--- src/rtl/mem_pkg.sv ---
// Shared parameters, FSM state type and 7-segment helper
// for the switch-programmed memory and its read-out path.
package mem_pkg;

    localparam int MEM_ADDR_W = 2;
    localparam int MEM_DATA_W = 4;

    typedef enum logic [2:0] {
        S_IDLE,
        S_REQ,
        S_CAPTURE,
        S_HOLD,
        S_DONE
    } scan_state_t;

    // Active-high segments, bit 7 is the decimal point (kept dark).
    function automatic logic [7:0] hex_to_seg(input logic [3:0] hex);
        logic [7:0] s;
        case (hex)
            4'h0: s = 8'h3F;
            4'h1: s = 8'h06;
            4'h2: s = 8'h5B;
            4'h3: s = 8'h4F;
            4'h4: s = 8'h66;
            4'h5: s = 8'h6D;
            4'h6: s = 8'h7D;
            4'h7: s = 8'h07;
            4'h8: s = 8'h7F;
            4'h9: s = 8'h6F;
            4'hA: s = 8'h77;
            4'hB: s = 8'h7C;
            4'hC: s = 8'h39;
            4'hD: s = 8'h5E;
            4'hE: s = 8'h79;
            default: s = 8'h71;
        endcase
        return s;
    endfunction

endpackage

--- src/rtl/mem_scan_reader_if.sv ---
// Read port of the switch-programmed memory: the scanner is
// the master (strobe + address), the memory returns data.
interface mem_scan_reader_if
    import mem_pkg::*;
#(
    parameter int ADDR_W = MEM_ADDR_W,
    parameter int DATA_W = MEM_DATA_W
);

    logic              rd_en;
    logic [ADDR_W-1:0] rd_addr;
    logic [DATA_W-1:0] rd_data;

    modport master (
        output rd_en,
        output rd_addr,
        input  rd_data
    );

    modport slave (
        input  rd_en,
        input  rd_addr,
        output rd_data
    );

endinterface

--- src/rtl/hex7seg.sv ---
// Combinational 7-segment decoder for one nibble,
// shared with the memory display path via mem_pkg.
module hex7seg
    import mem_pkg::*;
(
    input  logic [3:0] hex,
    output logic [7:0] seg
);

    // Pure table lookup of the displayed nibble.
    always_comb seg = hex_to_seg(hex);

endmodule

--- src/rtl/mem_scan_reader.sv ---
// Walks every memory address, shows each word on the display
// for HOLD_CYCLES cycles and reports the per-pass sum.
module mem_scan_reader
    import mem_pkg::*;
#(
    parameter int ADDR_W      = MEM_ADDR_W,
    parameter int DATA_W      = MEM_DATA_W,
    parameter int HOLD_CYCLES = 4
) (
    input  logic                     clk_2,
    input  logic                     reset,
    input  logic                     start,
    input  logic                     loop,
    input  logic                     pause,
    mem_scan_reader_if.master        bus,
    output logic [ADDR_W-1:0]        cur_addr,
    output logic [DATA_W-1:0]        cur_data,
    output logic [7:0]               seg,
    output logic [ADDR_W+DATA_W-1:0] sum,
    output logic                     pass_done,
    output logic                     busy
);

    localparam int SUM_W = ADDR_W + DATA_W;
    localparam int CNT_W = $clog2(HOLD_CYCLES + 1);
    localparam logic [CNT_W-1:0] HOLD_LOAD = CNT_W'(HOLD_CYCLES - 1);
    localparam logic [ADDR_W-1:0] LAST_ADDR = '1;

    scan_state_t       state;
    logic [ADDR_W-1:0] addr;
    logic [CNT_W-1:0]  hold_cnt;
    logic [SUM_W-1:0]  acc;
    logic              rd_en_q;
    logic [ADDR_W-1:0] rd_addr_q;

    assign bus.rd_en   = rd_en_q;
    assign bus.rd_addr = rd_addr_q;

    // Scan sequencer; every output it drives is a register.
    always_ff @(posedge clk_2) begin
        if (reset) begin
            state     <= S_IDLE;
            addr      <= '0;
            hold_cnt  <= '0;
            acc       <= '0;
            rd_en_q   <= 1'b0;
            rd_addr_q <= '0;
            cur_addr  <= '0;
            cur_data  <= '0;
            sum       <= '0;
            pass_done <= 1'b0;
            busy      <= 1'b0;
        end else begin
            rd_en_q   <= 1'b0;
            pass_done <= 1'b0;
            unique case (state)
                S_IDLE: begin
                    addr <= '0;
                    acc  <= '0;
                    if (start) begin
                        state     <= S_REQ;
                        rd_en_q   <= 1'b1;
                        rd_addr_q <= '0;
                        busy      <= 1'b1;
                    end
                end
                S_REQ: begin
                    state <= S_CAPTURE;
                end
                S_CAPTURE: begin
                    cur_data <= bus.rd_data;
                    cur_addr <= addr;
                    acc      <= acc + SUM_W'(bus.rd_data);
                    hold_cnt <= HOLD_LOAD;
                    state    <= S_HOLD;
                end
                S_HOLD: begin
                    if (!pause) begin
                        if (hold_cnt != '0) begin
                            hold_cnt <= hold_cnt - 1'b1;
                        end else if (addr != LAST_ADDR) begin
                            addr      <= addr + 1'b1;
                            rd_addr_q <= addr + 1'b1;
                            rd_en_q   <= 1'b1;
                            state     <= S_REQ;
                        end else begin
                            // sum and pass_done land together in DONE
                            sum       <= acc;
                            pass_done <= 1'b1;
                            state     <= S_DONE;
                        end
                    end
                end
                S_DONE: begin
                    acc  <= '0;
                    addr <= '0;
                    if (loop) begin
                        rd_en_q   <= 1'b1;
                        rd_addr_q <= '0;
                        state     <= S_REQ;
                    end else begin
                        busy  <= 1'b0;
                        state <= S_IDLE;
                    end
                end
                default: begin
                    state <= S_IDLE;
                    busy  <= 1'b0;
                end
            endcase
        end
    end

    hex7seg u_seg (
        .hex (cur_data[3:0]),
        .seg (seg)
    );

endmodule

--- src/flat_wrapper.sv ---
// flat-port wrapper written by rule: the top's interface ports become plain ports
module mem_scan_reader_flat import mem_pkg::*;
#(
    parameter int ADDR_W      = MEM_ADDR_W,
    parameter int DATA_W      = MEM_DATA_W,
    parameter int HOLD_CYCLES = 4
)
  (clk_2, reset, start, loop, pause, cur_addr, cur_data, seg, sum, pass_done, busy, bus_rd_en, bus_rd_addr, bus_rd_data);
  mem_scan_reader_if #(.ADDR_W(ADDR_W), .DATA_W(DATA_W)) bus_i ();
  input  logic clk_2;
  input  logic reset;
  input  logic start;
  input  logic loop;
  input  logic pause;
  output logic [ADDR_W-1:0] cur_addr;
  output logic [DATA_W-1:0] cur_data;
  output logic [7:0] seg;
  output logic [ADDR_W+DATA_W-1:0] sum;
  output logic pass_done;
  output logic busy;
  output wire logic [$bits(bus_i.rd_en)-1:0] bus_rd_en;
  output wire logic [$bits(bus_i.rd_addr)-1:0] bus_rd_addr;
  input wire logic [$bits(bus_i.rd_data)-1:0] bus_rd_data;
  assign bus_rd_en = bus_i.rd_en;
  assign bus_rd_addr = bus_i.rd_addr;
  assign bus_i.rd_data = bus_rd_data;
  mem_scan_reader #(.ADDR_W(ADDR_W), .DATA_W(DATA_W), .HOLD_CYCLES(HOLD_CYCLES)) u_core (.clk_2(clk_2), .reset(reset), .start(start), .loop(loop), .pause(pause), .bus(bus_i), .cur_addr(cur_addr), .cur_data(cur_data), .seg(seg), .sum(sum), .pass_done(pass_done), .busy(busy));
endmodule
--- config.mk ---
export PLATFORM = sky130hd
export DESIGN_NAME = mem_scan_reader_flat
export DESIGN_NICKNAME = d
export VERILOG_FILES = /design/src/rtl/mem_pkg.sv /design/src/rtl/mem_scan_reader_if.sv /design/src/rtl/hex7seg.sv /design/src/rtl/mem_scan_reader.sv /design/src/flat_wrapper.sv
export SDC_FILE = /design/constraint.sdc
export NUM_CORES = 1
export LEC_CHECK = 0
export CORE_ASPECT_RATIO = 0.7
export CORE_MARGIN = 5
export CORE_UTILIZATION = 55
export DETAILED_ROUTE_END_ITERATION = 6
export DONT_BUFFER_PORTS = 1
export PLACE_DENSITY = 0.7
export SYNTH_ARGS = -nofsm -noshare
export SYNTH_HDL_FRONTEND = slang
export SYNTH_SLANG_ARGS = --single-unit
--- constraint.sdc ---
create_clock -name clk_2 -period 5.8 [get_ports clk_2]
set_clock_uncertainty 0.2 [all_clocks]
set_input_delay 1.16 -clock clk_2 [delete_from_list [all_inputs] [get_ports clk_2]]
set_output_delay 1.16 -clock clk_2 [all_outputs]
set_load 0.1 [all_outputs]
==> results of run 1 <==
==> layout make-up <==
cell class	count	area (um^2)
fill	300	1440
clock buffer	5	68.8
sequential	38	761
clock inverter	3	40.0
multi-input combinational	147	1070
tap	50	62.6
inverter	14	55.1
==> cell usage in the layout (no fill, tap or decap), types with 2 or more instances in the layout <==
| master | netlist | routed |
|---|---|---|
| or3_1 | 3 | 3 |
| and3b_1 | 2 | 2 |
| o21ai_1 | 2 | 2 |
| o21ai_0 | 3 | 3 |
| mux2i_1 | 14 | 14 |
| nand2b_1 | 5 | 5 |
| nor2b_1 | 8 | 8 |
| clkbuf_8 | 0 | 5 |
| a211oi_1 | 6 | 6 |
| nor4b_1 | 2 | 2 |
| inv_1 | 12 | 12 |
| a21o_1 | 2 | 2 |
| ha_1 | 14 | 14 |
| clkinv_2 | 0 | 2 |
| a22oi_1 | 2 | 2 |
| dfxtp_1 | 38 | 38 |
| a21oi_1 | 16 | 16 |
| nor3_1 | 4 | 4 |
| nor2_1 | 17 | 17 |
| nand3_1 | 6 | 6 |
| nand2_1 | 14 | 14 |
==> metal layers <==
layer | up-vias | global-route usage, % | share of wire, % | wire length, um
li1 | 725 | - | - | -
met1 | 706 | 20.8 | 43 | 1700
met2 | 51 | 29.8 | 47 | 1890
met3 | 9 | 6.93 | 8.2 | 327
met4 | 0 | 7.95 | 1.6 | 65
met5 | - | 0 | 0 | 0
==> metrics by stage <==
stage                     setup WS [ns]  total power [mW]  cell area, um^2
final                              2.80             0.665             2050
after global routing               2.54             0.695             2050
after CTS                          2.78             0.672             2050
after detailed placement           2.78             0.451             1950
after global placement             2.91             0.447             1950
after floorplan                    2.70             0.441             1960
==> logic make-up (layout without fill, tap and decap cells) <==
| kind of cell | after synthesis | in the layout | share of synthesized area [%] |
|---|---|---|---|
| other | 1 | 1 | 0.191 |
| buffers and inverters | 27 | 22 | 6.76 |
| AND/OR/NAND/NOR | 69 | 69 | 19.2 |
| multiplexers | 16 | 16 | 9.44 |
| XOR/XNOR | 2 | 2 | 0.894 |
| adder cells (fa/ha/maj) | 15 | 15 | 9.96 |
| flip-flops | 38 | 38 | 38.8 |
| AO/OA/AOI/OAI | 44 | 44 | 14.7 |
==> worst max-delay path: cells and delay by family (launching register included) <==
family                   cells  cell delay [ns]
adder cells (fa/ha/maj)      1             0.28
AND/OR/NAND/NOR              1             0.69
buffers and inverters        2             0.25
flip-flops                   1             0.51
multiplexers                 2             1.01
==> power groups by stage <==
stage	registers [mW]	logic, mW	clock network, mW
finish	0.361	0.0852	0.219
global route	0.363	0.0955	0.237
CTS	0.361	0.0851	0.226
detailed placement	0.367	0.0844	0
global placement	0.366	0.0813	0
floorplan	0.360	0.0815	0
==> final timing paths <==
path | start | end | slack (ns) | cells after the start
setup / recovery | u_core.state[1] | u_core.u_seg.seg[3] | 2.80 | 6
hold / removal | u_core.hold_cnt[2] | u_core.hold_cnt[2] | 0.25 | 2
setup reg to reg | u_core.state[1] | u_core.u_seg.seg[3] | 2.80 | 6
hold reg to reg | u_core.hold_cnt[2] | u_core.hold_cnt[2] | 0.25 | 2
==> sequential cells by signal, summed over array words and instances (netlist names), 2 cells and up <==
name	count
u_core.addr	2
u_core.cur_addr	2
u_core.sum	6
u_core.hold_cnt	3
u_core.u_seg.seg	7
u_core.state	3
u_core.acc	6
u_core.cur_data	4
u_core.bus.rd_addr	2
==> reports/summary.md, run 1 <==
- **max-slew violations** 0
- **Psw** 0.227 mW
- **final-stage net count** 230
- **Via density** 5.80
- **status** finished, final reports clean
- **Sum Neg Setup Slack** 0 ns
- **area of the die** 0.00488 mm^2
- **normalized max-slew margin** 28.5%
- **Yosys Warn Count** 0
- **average instance area after synthesis** 9.25 um^2
- **cells traversed along the worst timing path** nor3b_4 > mux2i_1 > inv_1 > ha_1 > mux4_2 > inv_1
- **final cell count without fillers** 257
- **commonest cells in the netlist** 38 x dfxtp_1, 17 x nor2_1, 16 x a21oi_1
- **highest fanout seen on the critical path** 14
- **Pint** 0.437 mW
- **total congestion overflow after global routing** 0
- **IO Count** 34
- **Crit path top cell by count** inv_1
- **number of vias in the routed layout** 1491
- **clock transition at the register clock pins on the worst setup and hold paths after CTS** 0.07 ns
- **first-pass GRT wire length** 6630 um
- **# setup viols final** 0
- **ys flop type** dfxtp_1
- **count of different cell masters after synthesis** 52
- **Detailed Route Iter0 Violations** 89
- **relative contribution of sequential cells to total power** 54.2%
- **net count of the mapped netlist** 236
- **post-synth top area share** 38.8%
- **type of destination of the critical path** flip-flop
- **reported leakage power** 0.789 nW
- **critical path startpoint category** flip-flop
- **cell at the slowest stage of the critical path** nor3b_4
- **Hold WC Path Type** flip-flop to flip-flop
- **mapped cell area** 0.00196 mm^2
- **final worst path period share** 51.7%
- **Post-synth EDFFs** 0
- **proportion of layout cells with a drive suffix above 1** 7.73%
- **post-route antenna net violation count** 0
- **data arrival time of the critical path** 3.04 ns
- **clock root cell** clkbuf_8
- **critical path type** flip-flop to flip-flop
- **combinational power share** 12.8%
- **Clock Path Buffers** 2
- **required time of the critical path** 5.84 ns
- **Pre-antenna DRT Iters** 4
- **area grow syn2layout** 4.79%
- **total routing usage reported by global routing** 18.0%
- **number of global-route vias before repair** 1456
- **Diodes inserted** 0
- **HPWL after DPL** 2920 um
- **number of max-cap violations** 0
- **cell taking the most area after synthesis** dfxtp_1
- **core outline area** 0.00349 mm^2
- **Routed Wire Length** 3980 um
- **largest net degree at the start of global routing** 38
- **Post-synth ARST share** 0%
- **unrepaired setup endpoints after global routing** false
- **total number of placement rows** 18
- **Die Span X** 81.4 um
- **Worst Hold Slack** 0.253 ns
- **maximum VDD drop** 0.163 mV
- **Clock Power Share** 32.9%
- **Area contributors post-synth** dfxtp_1 39%, ha_1 8.9%, mux2i_1 7.1%
- **cell count after placement** 249
- **switching power share of the total** 34.2%
- **initial core utilization** 56.2%
- **floorplan die height** 60.0 um
- **sequential-to-total area share from yosys stat** 38.8%
- **GP Congestion** 0.877
- **WL per Instance** 15.5 um
- **number of levels the H-tree was split into** 2
- **hold buffers post-CTS** 0
- **number of instances resized during post-cts repair** 0
- **initial antenna violation count** 0
- **number of buffer cells added on primary ports** 0
- **insertion delay to the later sink of the worst-skew pair** 0.29 ns
- **fin crit period** 3.00 ns
- **actual transition at the worst max-transition pin** 1.07 ns
- **TritonCTS clock tree** yes
- **post-route core utilization** 58.9%
- **Fmax** 333 MHz
- **DRC viols** 0
- **dominant cell by count in the synthesized netlist** dfxtp_1
- **number of setup buffers added after CTS** 0
- **number of buffers created by CTS** 5
- **critical path's largest stage delay** 0.69 ns
- **Clock Sink Count** 38
- **power per cell area** 324 mW/mm^2
- **final hold violation count** 0
- **Gate Count Post-Synth** 212
- **Synth Register Bits** 38
Power figures use the tool's default switching activity.
==> run 2: changes to the inputs <==
--- a/config.mk
+++ b/config.mk
@@ -10,7 +10,7 @@
 export CORE_UTILIZATION = 55
 export DETAILED_ROUTE_END_ITERATION = 6
 export DONT_BUFFER_PORTS = 1
-export PLACE_DENSITY = 0.7
+export PLACE_DENSITY = 0.73
 export SYNTH_ARGS = -nofsm -noshare
 export SYNTH_HDL_FRONTEND = slang
 export SYNTH_SLANG_ARGS = --single-unit
==> constraint.sdc (replaced) <==
create_clock -name clk_2 -period 2.6 [get_ports clk_2]
set_clock_uncertainty 0.2 [all_clocks]
set_input_delay 0.52 -clock clk_2 [delete_from_list [all_inputs] [get_ports clk_2]]
set_output_delay 0.52 -clock clk_2 [all_outputs]
set_load 0.1 [all_outputs]
==> reports/summary.md, run 2 (same netlist as run 1, synthesis figures left out) <==
- **Filler Cell Count** 292, -2.7%
- **Clock Power Share** 26.2%, -6.7 points
- **type of destination of the critical path** flip-flop
- **relative contribution of sequential cells to total power** 45.1%, -9.1 points
- **initial antenna violation count** 0, unchanged
- **critical path's largest stage delay** 0.45 ns, -0.24 ns
- **Detailed Route Iter0 Violations** 60, -33%
- **commonest non-fill, non-tap cells in the layout** 38 x dfxtp_1, 31 x buf_4, 17 x nor2_1, 16 x a21oi_1
- **hold buffers post-CTS** 0, unchanged
- **clock transition at the register clock pins on the worst setup and hold paths after CTS** 0.07 ns, about the same
- **Reg-to-Reg Start** u_core.state[0]
- **highest fanout seen on the critical path** 9, -5
- **Routed Wire Length** 4170 um, +4.9%
- **core outline area** 0.00349 mm^2, unchanged
- **Hold WC Path Type** input port to flip-flop
- **last element of the critical path** u_core.u_seg.seg[3]
- **final hold violation count** 0, unchanged
- **Psw** 0.496 mW, +120%
- **Sum Neg Setup Slack** 0 ns, unchanged
- **met3 routing resource usage after global routing** 6.93%, unchanged
- **global routing usage on met2** 30.0%, +0.23 points
- **switching power share of the total** 35.1%, +0.91 points
- **proportion of layout cells with a drive suffix above 1** 18.6%, +11 points
- **required time of the critical path** 2.63 ns, -3.21 ns
- **area grow syn2layout** 15.0%
- **floorplan die height** 60.0 um, unchanged
- **post-route antenna net violation count** 0, unchanged
- **HPWL after DPL** 3180 um, +8.9%
- **Die Span X** 81.4 um, unchanged
- **GP Congestion** 0.851, -2.9%
- **reported leakage power** 0.927 nW, +18%
- **data arrival time of the critical path** 2.49 ns, -0.55 ns
- **number of levels the H-tree was split into** 2, unchanged
- **WL per Instance** 14.5 um, -6.0%
- **Crit path top cell by count** inv_1
- **final worst path period share** 94.6%, +43 points
- **total number of placement rows** 18, unchanged
- **startpoint of the worst setup timing path** u_core.state[0]
- **Pre-antenna DRT Iters** 4, unchanged
- **worst reg2reg endpoint** u_core.u_seg.seg[3]
- **Via density** 5.37, -7.5%
- **number of instances resized during post-cts repair** 0, unchanged
- **number of buffers created by CTS** 5, unchanged
- **fin crit period** 2.46 ns, -0.539 ns
- **number of vias in the routed layout** 1540, +3.3%
- **Clock Path Buffers** 2, unchanged
- **most utilized layer in the global route result** met2
- **largest net degree at the start of global routing** 38, unchanged
- **final cell count without fillers** 287, +12%
- **most common cell after layout, fill and taps aside** dfxtp_1
- **clock root cell** clkbuf_8
- **Fmax** 406 MHz, +22%
- **flip-flop count of the largest register, all copies and words added** 7, unchanged
- **combinational power share** 28.7%, +16 points
- **critical path type** flip-flop to flip-flop
- **initial core utilization** 56.2%, unchanged
- **critical path startpoint category** flip-flop
- **number of max-cap violations** 0, unchanged
- **number of setup buffers added after CTS** 0, unchanged
- **number of logic stages on the critical path including buffering** 7, +1
- **Worst Path Buf+Inv** 2, unchanged
- **register-to-register path setup slack** 0.14 ns, -2.66 ns
- **status** finished, final reports clean
- **Clock Sink Count** 38, unchanged
- **power per cell area** 626 mW/mm^2, +94%
- **area of the die** 0.00488 mm^2, unchanged
- **number of global-route vias before repair** 1542, +5.9%
- **Diodes inserted** 0, unchanged
- **unrepaired setup endpoints after global routing** false
- **max-slew violations** 0, unchanged
- **met1 track demand over resource** 23.4%, +2.5 points
- **cells traversed along the worst timing path** nor3b_4 > nand2_1 > a21oi_1 > inv_1 > ha_1 > mux4_2 > inv_1
- **first-pass GRT wire length** 7120 um, +7.4%
- **total congestion overflow after global routing** 0, unchanged
- **number of buffer cells added on primary ports** 0, unchanged
- **cell at the slowest stage of the critical path** mux4_2
- **maximum VDD drop** 0.449 mV, +180%
- **# setup viols final** 0, unchanged
- **insertion delay to the later sink of the worst-skew pair** 0.29 ns, about the same
- **Pint** 0.916 mW, +110%
- **Largest delay share family, worst path** simple AND/OR/NAND/NOR gates
- **final-stage net count** 261, +13%
- **IO Count** 34, unchanged
- **DRC viols** 0, unchanged
- **total routing usage reported by global routing** 19.3%, +1.3 points
- **cell count after placement** 280, +12%
- **cell count of the worst reg-to-reg path** 7, +1
- **TritonCTS clock tree** yes
run 2: power groups by stage:
stage	clock (mW)	combinational (mW)	sequential [mW]
detailed placement	0	0.404	0.649
finish	0.371	0.405	0.637
CTS	0.385	0.405	0.636
floorplan	0	0.182	0.803
global placement	0	0.395	0.647
global route	0.410	0.433	0.640
run 2: worst min path at each step:
stage	from	endpoint	slack, ns	cells after the start
2_1_floorplan	u_core.hold_cnt[2]	u_core.hold_cnt[2]	0.23	2
3_3_place_gp	u_core.hold_cnt[2]	u_core.hold_cnt[2]	0.23	2
3_5_place_dp	u_core.cur_addr[0]	u_core.cur_addr[0]	0.24	2
4_1_cts	reset	u_core.acc[0]	0.08	1
5_1_grt	reset	u_core.acc[0]	0.08	1
6_report	reset	u_core.acc[0]	0.09	1
run 2: metrics by stage:
step / hold slack [ns] / total power [mW] / util, % / area, um^2 / setup WS, ns
final: 0.0860 / 1.41 / 64.6 / 2250 / 0.140
after global placement: 0.234 / 1.04 / 62.4 / 2180 / 0.302
after floorplan: 0.232 / 0.985 / - / 1960 / 0.0172
after CTS: 0.0782 / 1.43 / 64.6 / 2250 / 0.162
after detailed placement: 0.244 / 1.05 / 62.4 / 2180 / 0.188
after global routing: 0.0769 / 1.48 / 64.6 / 2250 / 0.00338
run 2: area by class of cell:
class                      instances  area, um^2  area share, %
clock buffer                       7        76.3           3.39
timing repair buffer              31         233           10.3
tap                               50        62.6           2.77
multi-input combinational        147        1070           47.3
inverter                          14        55.1           2.44
sequential                        38         761           33.7
run 2: routing by layer:
metal	share of wire [%]	vias to the layer above
li1	-	787
met1	46	702
met2	45	44
met3	7.4	7
met4	1.9	0
met5	0	-
run 2: worst register-to-register path: cells and delay by family, from the launching register on:
kind	cells	cell delay (ns)
buffers and inverters	2	0.22
AO/OA/AOI/OAI	1	0.29
flip-flops	1	0.40
multiplexers	1	0.45
adder cells (fa/ha/maj)	1	0.32
AND/OR/NAND/NOR	2	0.52
